## src/rtl/bp_wormhole_packet_arbiter_pkg.sv

```systemverilog
// Shared types and helpers for the packet-atomic wormhole arbiter.
// Holds the FSM state enum, the header length-field extractor and the
// width of the optional stall watchdog counter.
package bp_wh_arb_pkg;

    typedef enum logic [0:0] {
        IDLE = 1'b0,
        BUSY = 1'b1
    } bp_wh_arb_state_e;

    // Widest flit the length extractor accepts; callers zero-extend into it.
    localparam int max_flit_width_gp = 512;

    // Stall watchdog counter width; it saturates, so stall_limit_p must fit.
    localparam int wd_cnt_width_gp = 16;

    // Index width that stays at least one bit wide for a single element.
    function automatic int safe_clog2(input int n);
        return (n > 1) ? $clog2(n) : 1;
    endfunction

    // Length field of a header flit: len_width bits starting at cord_width.
    function automatic logic [31:0] get_len(
        input logic [max_flit_width_gp-1:0] flit,
        input int                           cord_width,
        input int                           len_width
    );
        logic [max_flit_width_gp-1:0] shifted;
        logic [31:0]                  mask;
        shifted = flit >> cord_width;
        mask    = (len_width >= 32) ? 32'hffff_ffff : ((32'd1 << len_width) - 32'd1);
        return shifted[31:0] & mask;
    endfunction

endpackage

```

## src/rtl/bp_wormhole_packet_arbiter_if.sv

```systemverilog
// Link bundle between the requesters, the arbiter and the downstream
// wormhole link. The slave modport is the arbiter's view; the master
// modport is the environment (requesters plus downstream sink).
//
// Handshake: on every channel a flit moves in a cycle where valid and
// ready are both high at the rising clock edge. A valid producer keeps its
// flit stable until accepted; ready may be asserted without valid.
interface bp_wormhole_packet_arbiter_if #(
    parameter int els_p        = 4,
    parameter int flit_width_p = 32
);
    logic [els_p*flit_width_p-1:0] link_data_i;
    logic [els_p-1:0]              link_v_i;
    logic [els_p-1:0]              link_ready_and_o;
    logic [flit_width_p-1:0]       link_data_o;
    logic                          link_v_o;
    logic                          link_ready_and_i;

    modport master (
        output link_data_i,
        output link_v_i,
        input  link_ready_and_o,
        input  link_data_o,
        input  link_v_o,
        output link_ready_and_i
    );

    modport slave (
        input  link_data_i,
        input  link_v_i,
        output link_ready_and_o,
        output link_data_o,
        output link_v_o,
        input  link_ready_and_i
    );
endinterface

```

## src/rtl/bp_wormhole_packet_arbiter_rr_pick.sv

```systemverilog
// Combinational round-robin picker: first set bit of v_i searching upward
// from rr_ptr_i with wraparound. Returns one-hot grant, its index (0 when
// nothing is valid) and an any-valid flag.
module bp_wormhole_rr_pick
    import bp_wh_arb_pkg::*;
#(
    parameter  int els_p       = 4,
    localparam int id_width_lp = safe_clog2(els_p)
) (
    input  logic [els_p-1:0]       v_i,
    input  logic [id_width_lp-1:0] rr_ptr_i,
    output logic [els_p-1:0]       grant_oh_o,
    output logic [id_width_lp-1:0] grant_id_o,
    output logic                   any_v_o
);
    // One spare bit so ptr + offset never overflows before the wrap.
    localparam int sum_width_lp = id_width_lp + 1;

    logic [sum_width_lp-1:0] cand;
    logic [id_width_lp-1:0]  cand_id;

    // Walk candidates in priority order; the first valid one wins.
    always_comb begin
        grant_oh_o = '0;
        grant_id_o = '0;
        any_v_o    = 1'b0;
        cand       = '0;
        cand_id    = '0;
        for (int k = 0; k < els_p; k++) begin
            cand = {1'b0, rr_ptr_i} + sum_width_lp'(k);
            if (cand >= sum_width_lp'(els_p)) begin
                cand = cand - sum_width_lp'(els_p);
            end
            cand_id = cand[id_width_lp-1:0];
            if (!any_v_o && v_i[cand_id]) begin
                any_v_o             = 1'b1;
                grant_id_o          = cand_id;
                grant_oh_o[cand_id] = 1'b1;
            end
        end
    end

endmodule

```

## src/rtl/bp_wormhole_packet_arbiter.sv

```systemverilog
// Packet-atomic round-robin arbiter sharing one wormhole link among els_p
// flit streams. A grant is taken on the header flit and held until the last
// flit of that packet, so packets never interleave. Flits pass through
// combinationally with no added latency.
// Optional feature: define BP_WH_ARB_STALL_WATCHDOG_EN to build a sticky
// watchdog that flags an owner idling for stall_limit_p cycles mid-packet.
module bp_wormhole_packet_arbiter
    import bp_wh_arb_pkg::*;
#(
    parameter  int els_p         = 4,
    parameter  int flit_width_p  = 32,
    parameter  int cord_width_p  = 0,
    parameter  int len_width_p   = 4,
    parameter  int stall_limit_p = 1024,
    localparam int id_width_lp   = safe_clog2(els_p)
) (
    input  logic                   clk_i,
    input  logic                   reset_n_i,
    bp_wormhole_packet_arbiter_if.slave link,
    output logic [id_width_lp-1:0] grant_id_o,
    output logic                   stall_err_o,
    output bp_wh_arb_state_e       state_o,
    output logic [id_width_lp-1:0] rr_ptr_o,
    output logic [len_width_p-1:0] cnt_o
);

    bp_wh_arb_state_e        state_r, state_n;
    logic [id_width_lp-1:0]  rr_ptr_r, rr_ptr_n;
    logic [id_width_lp-1:0]  owner_r, owner_n;
    logic [len_width_p-1:0]  cnt_r, cnt_n;

    logic [els_p-1:0]        pick_oh;
    logic [id_width_lp-1:0]  pick_id;
    logic                    pick_any;

    logic [flit_width_p-1:0] flits [els_p];
    logic [id_width_lp-1:0]  sel;
    logic [flit_width_p-1:0] sel_data;
    logic                    out_v;
    logic [els_p-1:0]        ready_vec;
    logic                    owner_v;

    logic [max_flit_width_gp-1:0] hdr_ext;
    logic [len_width_p-1:0]       hdr_len;

    bp_wormhole_rr_pick #(.els_p(els_p)) u_pick (
        .v_i       (link.link_v_i),
        .rr_ptr_i  (rr_ptr_r),
        .grant_oh_o(pick_oh),
        .grant_id_o(pick_id),
        .any_v_o   (pick_any)
    );

    for (genvar i = 0; i < els_p; i++) begin : g_slice
        assign flits[i] = link.link_data_i[i*flit_width_p +: flit_width_p];
    end

    assign sel_data = flits[sel];
    assign owner_v  = link.link_v_i[owner_r];

    // Zero-extend the muxed flit so the package extractor can read its len.
    always_comb begin
        hdr_ext                     = '0;
        hdr_ext[flit_width_p-1:0]   = sel_data;
    end

    assign hdr_len = len_width_p'(get_len(hdr_ext, cord_width_p, len_width_p));

    // Next-state, counter, pointer and handshake routing for the packet FSM.
    always_comb begin
        state_n   = state_r;
        rr_ptr_n  = rr_ptr_r;
        owner_n   = owner_r;
        cnt_n     = cnt_r;
        sel       = owner_r;
        out_v     = 1'b0;
        ready_vec = '0;
        unique case (state_r)
            IDLE: begin
                sel       = pick_id;
                out_v     = pick_any;
                ready_vec = pick_oh & {els_p{link.link_ready_and_i}};
                if (pick_any && link.link_ready_and_i) begin
                    rr_ptr_n = (pick_id == id_width_lp'(els_p - 1)) ? '0 : pick_id + 1'b1;
                    owner_n  = pick_id;
                    cnt_n    = hdr_len;
                    if (hdr_len != '0) begin
                        state_n = BUSY;
                    end
                end
            end
            BUSY: begin
                sel                = owner_r;
                out_v              = owner_v;
                ready_vec[owner_r] = link.link_ready_and_i;
                if (owner_v && link.link_ready_and_i) begin
                    cnt_n = cnt_r - 1'b1;
                    if (cnt_r == len_width_p'(1)) begin
                        state_n = IDLE;
                    end
                end
            end
            default: begin
                state_n = IDLE;
            end
        endcase
    end

    // Packet state registers; reset abandons any open packet.
    always_ff @(posedge clk_i or negedge reset_n_i) begin
        if (!reset_n_i) begin
            state_r  <= IDLE;
            rr_ptr_r <= '0;
            owner_r  <= '0;
            cnt_r    <= '0;
        end else begin
            state_r  <= state_n;
            rr_ptr_r <= rr_ptr_n;
            owner_r  <= owner_n;
            cnt_r    <= cnt_n;
        end
    end

    // Outputs are silenced while reset is held, independent of the clock.
    assign link.link_data_o      = sel_data;
    assign link.link_v_o         = out_v & reset_n_i;
    assign link.link_ready_and_o = ready_vec & {els_p{reset_n_i}};
    assign grant_id_o            = (state_r == BUSY) ? owner_r : pick_id;

    assign state_o  = state_r;
    assign rr_ptr_o = rr_ptr_r;
    assign cnt_o    = cnt_r;

`ifdef BP_WH_ARB_STALL_WATCHDOG_EN
    logic [wd_cnt_width_gp-1:0] stall_cnt_r, stall_cnt_n;
    logic                       stall_err_r;
    logic                       owner_accept;

    assign owner_accept = (state_r == BUSY) && owner_v && link.link_ready_and_i;

    // Count BUSY cycles where the owner offers nothing; any owner accept
    // or leaving BUSY clears it, backpressure alone holds it.
    always_comb begin
        stall_cnt_n = stall_cnt_r;
        if ((state_r != BUSY) || owner_accept) begin
            stall_cnt_n = '0;
        end else if (!owner_v && (stall_cnt_r != '1)) begin
            stall_cnt_n = stall_cnt_r + 1'b1;
        end
    end

    // Sticky error once the idle run reaches the limit.
    always_ff @(posedge clk_i or negedge reset_n_i) begin
        if (!reset_n_i) begin
            stall_cnt_r <= '0;
            stall_err_r <= 1'b0;
        end else begin
            stall_cnt_r <= stall_cnt_n;
            if (stall_cnt_n >= wd_cnt_width_gp'(stall_limit_p)) begin
                stall_err_r <= 1'b1;
            end
        end
    end

    assign stall_err_o = stall_err_r;
`else
    // No watchdog built; the limit has no meaning and this folds to 0.
    assign stall_err_o = (stall_limit_p < 0);
`endif

endmodule

```

## src/flat_wrapper.sv

```systemverilog
// flat-port wrapper written by rule: the top's interface ports become plain ports
module bp_wormhole_packet_arbiter_flat import bp_wh_arb_pkg::*;
#(
    parameter  int els_p         = 4,
    parameter  int flit_width_p  = 32,
    parameter  int cord_width_p  = 0,
    parameter  int len_width_p   = 4,
    parameter  int stall_limit_p = 1024,
    localparam int id_width_lp   = safe_clog2(els_p)
)
  (clk_i, reset_n_i, grant_id_o, stall_err_o, state_o, rr_ptr_o, cnt_o, link_link_data_i, link_link_v_i, link_link_ready_and_o, link_link_data_o, link_link_v_o, link_link_ready_and_i);
  bp_wormhole_packet_arbiter_if #(.els_p(els_p), .flit_width_p(flit_width_p)) link_i ();
  input  logic clk_i;
  input  logic reset_n_i;
  output logic [id_width_lp-1:0] grant_id_o;
  output logic stall_err_o;
  output bp_wh_arb_state_e state_o;
  output logic [id_width_lp-1:0] rr_ptr_o;
  output logic [len_width_p-1:0] cnt_o;
  input wire logic [$bits(link_i.link_data_i)-1:0] link_link_data_i;
  input wire logic [$bits(link_i.link_v_i)-1:0] link_link_v_i;
  output wire logic [$bits(link_i.link_ready_and_o)-1:0] link_link_ready_and_o;
  output wire logic [$bits(link_i.link_data_o)-1:0] link_link_data_o;
  output wire logic [$bits(link_i.link_v_o)-1:0] link_link_v_o;
  input wire logic [$bits(link_i.link_ready_and_i)-1:0] link_link_ready_and_i;
  assign link_i.link_data_i = link_link_data_i;
  assign link_i.link_v_i = link_link_v_i;
  assign link_link_ready_and_o = link_i.link_ready_and_o;
  assign link_link_data_o = link_i.link_data_o;
  assign link_link_v_o = link_i.link_v_o;
  assign link_i.link_ready_and_i = link_link_ready_and_i;
  bp_wormhole_packet_arbiter #(.els_p(els_p), .flit_width_p(flit_width_p), .cord_width_p(cord_width_p), .len_width_p(len_width_p), .stall_limit_p(stall_limit_p)) u_core (.clk_i(clk_i), .reset_n_i(reset_n_i), .link(link_i), .grant_id_o(grant_id_o), .stall_err_o(stall_err_o), .state_o(state_o), .rr_ptr_o(rr_ptr_o), .cnt_o(cnt_o));
endmodule
```

## config.mk

```make
export PLATFORM = sky130hd
export DESIGN_NAME = bp_wormhole_packet_arbiter_flat
export DESIGN_NICKNAME = d
export VERILOG_FILES = /design/src/rtl/bp_wormhole_packet_arbiter_pkg.sv /design/src/rtl/bp_wormhole_packet_arbiter_if.sv /design/src/rtl/bp_wormhole_packet_arbiter_rr_pick.sv /design/src/rtl/bp_wormhole_packet_arbiter.sv /design/src/flat_wrapper.sv
export SDC_FILE = /design/constraint.sdc
export NUM_CORES = 1
export LEC_CHECK = 0
export CELL_PAD_IN_SITES_DETAIL_PLACEMENT = 1
export CELL_PAD_IN_SITES_GLOBAL_PLACEMENT = 2
export CORE_MARGIN = 5
export CORE_UTILIZATION = 17
export CTS_BUF_LIST = sky130_fd_sc_hd__clkbuf_16
export CTS_CLUSTER_DIAMETER = 80
export DETAILED_ROUTE_END_ITERATION = 10
export PLACE_DENSITY_LB_ADDON = 0.1
export SYNTH_ARGS = -nofsm -noshare
export SYNTH_HDL_FRONTEND = slang
export SYNTH_SLANG_ARGS = --single-unit
```

## constraint.sdc

```tcl
create_clock -name clk_i -period 11.7 [get_ports clk_i]
set_input_delay 2.925 -clock clk_i [delete_from_list [all_inputs] [get_ports clk_i]]
set_output_delay 2.925 -clock clk_i [all_outputs]
set_load 0.1 [all_outputs]
```

Yosys cells after proc, flatten, opt, wreduce, memory -nomap -nowiden:

Index checks and enable logic that the tools add are counted.

* output and inout bits: 47
* register bits after elaboration: 9

* bitwise operators: 9
* reduce and logical (&&, ||, !) cells: 16
* equality and inequality tests: 4
* order comparisons: 15
* $add $sub $neg: 9
* multiplexer cells: 52

Operators by type and width (count)
* 32-bit binary-select mux with 2-bit select: 1
* 32-bit two-way mux: 2
* 4-bit two-way mux: 6
* 2-bit two-way mux: 10
* 1-bit two-way mux: 18
* 4-bit one-hot mux with 2 select lines: 2
* 2-bit by 3-bit < comparator with 1-bit output (second input constant): 5
* 4-bit bitwise AND: 3
* 3-bit >= comparator (second input constant): 4
* 4-bit bitwise OR: 3
* 1-bit binary-select mux with 2-bit select: 5
* 1-bit demux with 2-bit select: 5
* 2-bit by 1-bit >= comparator with 1-bit output (second input constant): 5
* 1-bit logical AND: 10
* 2-bit by 1-bit subtractor with 2-bit output (second input constant): 4
* 2-bit by 2-bit adder with 3-bit output (second input constant): 2
* 4-bit by 1-bit equality test with 1-bit output (second input constant): 1
* 1-bit one-hot mux with 2 select lines: 2
* 2-bit one-hot mux with 2 select lines: 1
* 2-bit AND reduction: 2
* 4-bit nonzero test: 1
* 4-bit by 1-bit subtractor with 4-bit output (second input constant): 1
* 2-bit by 1-bit adder with 3-bit output (second input constant): 1
* 2-bit by 3-bit >= comparator with 1-bit output (second input constant): 1
* other kinds (8): 10

Longest topological paths before layout:

Gate-level depths: netlist of the first run.

* depth in word-level cells: 23
* depth in mapped cells: 12

Hierarchy:

From an unflattened synthesis of the first run, not the netlist that was laid out.

* cell total of the unflattened synthesis: 312
* area, all modules: 2083.2 sq um

Modules (own cells, without submodules)
* bp_wormhole_packet_arbiter: cells each 267, area an instance 1661.6 sq um, sequential area each 225.2 sq um, instances 1
* bp_wormhole_rr_pick: cells each 45, area an instance 421.7 sq um, sequential area each 0.0 sq um, instances 1

Worst setup path before layout of the first run:

No wires, ideal clock.

* kind: input to output
* start point: in link_link_v_i[2]
* end point: out link_link_data_o[16]
* setup slack: 3273 ps
* arrival time: 5502 ps
* buffers on the path: 2
* data required time: 8775 ps
* cell stages on the path: 7
* path through: buf_4 -> or3b_1 -> a2111o_1 -> and3_4 -> a211oi_4 -> buf_2 -> mux4_2

* word-level cells in the longest chain between the ends: 17
* elaborated cells between the ends (all ways): 26

Ends and longest elaborated chain
* from (decl): RTL line flat_wrapper.sv:21 `input wire logic [$bits(link_i.link_v_i)-1:0] link_link_v_i;`
* 1-bit binary-select mux with 2-bit select: RTL line bp_wormhole_packet_arbiter_rr_pick.sv:35 `if (!any_v_o && v_i[cand_id]) begin`
* 1-bit two-way mux (implied by the code): RTL line bp_wormhole_packet_arbiter_rr_pick.sv:35
* 1-bit two-way mux: RTL line bp_wormhole_packet_arbiter_rr_pick.sv:35
* 1-bit logical NOT: RTL line bp_wormhole_packet_arbiter_rr_pick.sv:35
* 1-bit logical AND: RTL line bp_wormhole_packet_arbiter_rr_pick.sv:35
* 1-bit two-way mux: RTL line bp_wormhole_packet_arbiter_rr_pick.sv:35
* 1-bit logical NOT: RTL line bp_wormhole_packet_arbiter_rr_pick.sv:35
* 1-bit logical AND: RTL line bp_wormhole_packet_arbiter_rr_pick.sv:35
* 1-bit two-way mux: RTL line bp_wormhole_packet_arbiter_rr_pick.sv:35
* 1-bit logical NOT: RTL line bp_wormhole_packet_arbiter_rr_pick.sv:35
* 1-bit logical AND: RTL line bp_wormhole_packet_arbiter_rr_pick.sv:35
* 2-bit two-way mux (*): RTL line bp_wormhole_packet_arbiter_rr_pick.sv:35
* 2-bit one-hot mux with 2 select lines (*): RTL line bp_wormhole_packet_arbiter.sv:78 `unique case (state_r)`
* 2-bit inverter with 3-bit output (implied by the code) (*): RTL line bp_wormhole_packet_arbiter.sv:58 `assign sel_data = flits[sel];`
* 32-bit binary-select mux with 2-bit select (*): RTL line bp_wormhole_packet_arbiter.sv:58
* 32-bit two-way mux (implied by the code) (*) (2 in series): RTL line bp_wormhole_packet_arbiter.sv:58
* to (decl): RTL line flat_wrapper.sv:23 `output wire logic [$bits(link_i.link_data_o)-1:0] link_link_data_o;`

Mark *: on every way between the ends. The rest lies on a longest branch, timed or not. The select of a mux whose other input is x is not followed.

Final worst setup path of the first run:

* start point: in link_link_v_i[0]
* end point: out link_link_data_o[16]

The elaborated chain is that of the path after synthesis.

==> results of run 1 <==
==> final timing paths <==
| check | to | slack, ps | cells past startpoint | from |
|---|---|---|---|---|
| worst min-delay path | u_core.owner_r[0] | 590 | 2 | u_core.owner_r[0] |
| worst max register to register | u_core.state_o | 6830 | 10 | u_core.rr_ptr_o[0] |
| worst min register to register | u_core.owner_r[0] | 590 | 2 | u_core.owner_r[0] |
| min in group asynchronous | u_core.cnt_o[3] | 3070 | 1 | reset_n_i |
| max in group asynchronous | u_core.owner_r[1] | 8250 | 1 | reset_n_i |
| worst max-delay path | link_link_data_o[16] | 1500 | 8 | link_link_v_i[0] |
==> kinds of logic after synthesis <==
group / count (synthesis) / share of synthesized area, %
AND/OR/NAND/NOR: 54 / 15.2
multiplexers: 40 / 43.9
AO/OA/AOI/OAI: 34 / 14.8
buffers and inverters: 25 / 7.01
adder cells (fa/ha/maj): 10 / 6.43
flip-flops: 9 / 11.6
XOR/XNOR: 2 / 0.900
other: 1 / 0.193
==> Yosys cell counts (all sizes together) <==
library cell and count:
conb 1, clkbuf 5, nand2b 1, a221oi 4
nor2 17, ha 10, nand2 9, o22ai 2
a2111o 1, mux2 3, and3b 1, or4 1
a21oi 2, and4b 2, mux2i 1, o21ai 7
nand3b 1, nand4 1, a211oi 3, a221o 1
and3 6, inv 8, nor2b 1, and2 2
nand4b 1, nand3 2, o211ai 1, a22oi 5
buf 12, o211a 2, a31oi 2, nor4 3
a41o 1, mux4 36, nor3b 1, nor3 4
xnor2 2, or3b 1, o2bb2ai 2, dfrtp 9
o221a 1
==> state kept, by name (all words and copies together) (netlist names) <==
| signal | cells |
|---|---|
| u_core.rr_ptr_o | 2 |
| u_core.owner_r | 2 |
| u_core.cnt_o | 4 |
| u_core.state_o | 1 |
==> area by class of cell <==
class                   instances  area share, %
flip-flops and latches          9           5.72
inverters                       8          0.763
multi-input cells             141           40.3
clock inverters                 1         0.0954
diodes                          2          0.127
well taps                     143           4.55
repair buffers                184           46.6
clock buffers                   3           1.91
==> layer usage <==
layer	share of wire, %	wire [um]
met5	0	0
met4	0.65	74
met3	5.4	619
met2	58	6610
met1	36	4090
==> metrics by stage <==
step	area, um2	setup WS (ps)	cells	hold WS [ps]	utilization [%]
5_1_grt	3930	1290	490	610	34.7
2_1_floorplan	1950	3270	175	501	-
3_3_place_gp	3850	1500	485	571	34.0
6_report	3940	1500	491	587	34.8
3_5_place_dp	3850	1450	485	576	34.0
4_1_cts	3930	1450	489	580	34.7
==> critical path: cells and delay by family <==
kind	cells	cell delay (ps)
muxes	2	910
buffers and inverters	3	2140
AOI/OAI and AO/OA	1	890
and+or+nand+nor	2	390
==> results.tsv, run 1 <==
stage	metric	value	unit
global_routing	grt_use_total	15.1	%
clock_network	clk_latency	230	ps
global_routing	busiest_layer	met2	
global_routing	grt_use_met3	2.72	%
setup_path	end_kind	output pin	
sta	min_period	10200	ps
setup_path	crit_chain	clkdlybuf4s50_1 -> mux4_2 -> nand2b_1 -> and3_4 -> a211oi_4 -> buf_4 -> mux4_2 -> clkdlybuf4s50_1	
clock_network	root_buffer	clkbuf_16	
yosys	syn_inst	175	
clock_network	cts_tree	built	
setup_path	slowest_delay	1140	ps
floorplan	ios	182	
cells_and_area	mostFrequentLayoutCells	clkdlybuf4s50_1, mux4_2, nor2_1	
yosys	synth_largest_area_cell	mux4_2	
sta	grt_setup_unrepaired	no	
floorplan	core_area	0.0113	mm2
global_routing	met2_usage	29.7	%
routing	drc	0	
routing	first_pass_iters	4	
routing	ant_nets	0	
clock_network	cts_buffers	3	
setup_path	worstPathArrival	7280	ps
clock_network	holdBufCountCts	0	
yosys	ys_types	52	
setup_path	cp_slowest_cell	clkdlybuf4s50_1	
global_routing	antenna_found_initial	1	
clock_network	clockBufferDepth	2	
yosys	netlist.area_leader.share	41.6	%
cells_and_area	final_common_cell	clkdlybuf4s50_1	
clock_network	htreeDepth	1	
routing	wire_per_inst	23.2	um
yosys	seq_area_frac_synth	11.6	%
yosys	avgSynthCellArea	11.1	um2
clock_network	cts-resized-gates	0	
sta	setup-violations-final	0	
clock_network	clock_sinks	9	
sta	fin_crit_sh	87.2	%
routing	vias	2233	
clock_network	clkTransAtPathRegs	40	ps
floorplan	die-area	0.0137	mm2
worst_hold_path	hold_class	reg2reg	
flow_run	maxCapViolations	0	
floorplan	start_util	17.2	%
routing	via_per_inst	4.55	
sta	slew_headroom	27.9	%
setup_path	start_kind	input port	
yosys	syn-cell-area	0.00195	mm2
routing	drt-total-wl	11400	um
sta	setup_tns	0	ps
global_routing	grt_util_met1	17.2	%
global_routing	grt-ovfl-total	0	
place	portBuffers	180	
cells_and_area	syn_to_final_growth	102	%
setup_path	cp_data_required_time	8780	ps
cells_and_area	nets	492	
yosys	syn_nets	320	
routing	dr.first_iter.drc_count	42	
clock_network	post_cts_buffers	0	
global_routing	grt_max_degree	21	
cells_and_area	regArea	225	um2
yosys	synth-seq-cells	9	
yosys	ys_warn_count	0	
outcome	outcome	finished, final reports clean	
setup_path	crit_type	in2out	
cells_and_area	drive_gt1_share	15.3	%
sta	tightestPinTransition	1080	ps
global_routing	grt_pass1_wl	15300	um
place	place.gp.congestion	0.810	
setup_path	crit_fanout	18	
yosys	yosys-top-cells-area	mux4_2, dfrtp_1, ha_1	
floorplan	die_width	117	um
place	dp_hpwl	9970	um
sta	hold_viol	0	
cells_and_area	multi_input_area	0.00159	mm2
cells_and_area	num-fill-cells	1279	
sta	max_freq	0.0980	GHz
sta	skew	2.33	ps
sta	slew_viol_final	0	
floorplan	std_cell_rows	39	
global_routing	grt_pass1_vias	2363	
floorplan	fp.dieH	117	um
Power of run 1 is left out: the tool's default activity adds up to more than one toggle a clock period on the data nets, which glitch-free logic cannot reach.
==> run 2: changes to the inputs <==
--- a/config.mk
+++ b/config.mk
@@ -13,6 +13,7 @@
 export CTS_CLUSTER_DIAMETER = 80
 export DETAILED_ROUTE_END_ITERATION = 10
 export PLACE_DENSITY_LB_ADDON = 0.1
+export SLEW_MARGIN = 5
 export SYNTH_ARGS = -nofsm -noshare
 export SYNTH_HDL_FRONTEND = slang
 export SYNTH_SLANG_ARGS = --single-unit
==> results of run 2 <==
No change in the layout: final DEF, timing and power equal those of run 1.
Power of run 2 is left out for the same reason.
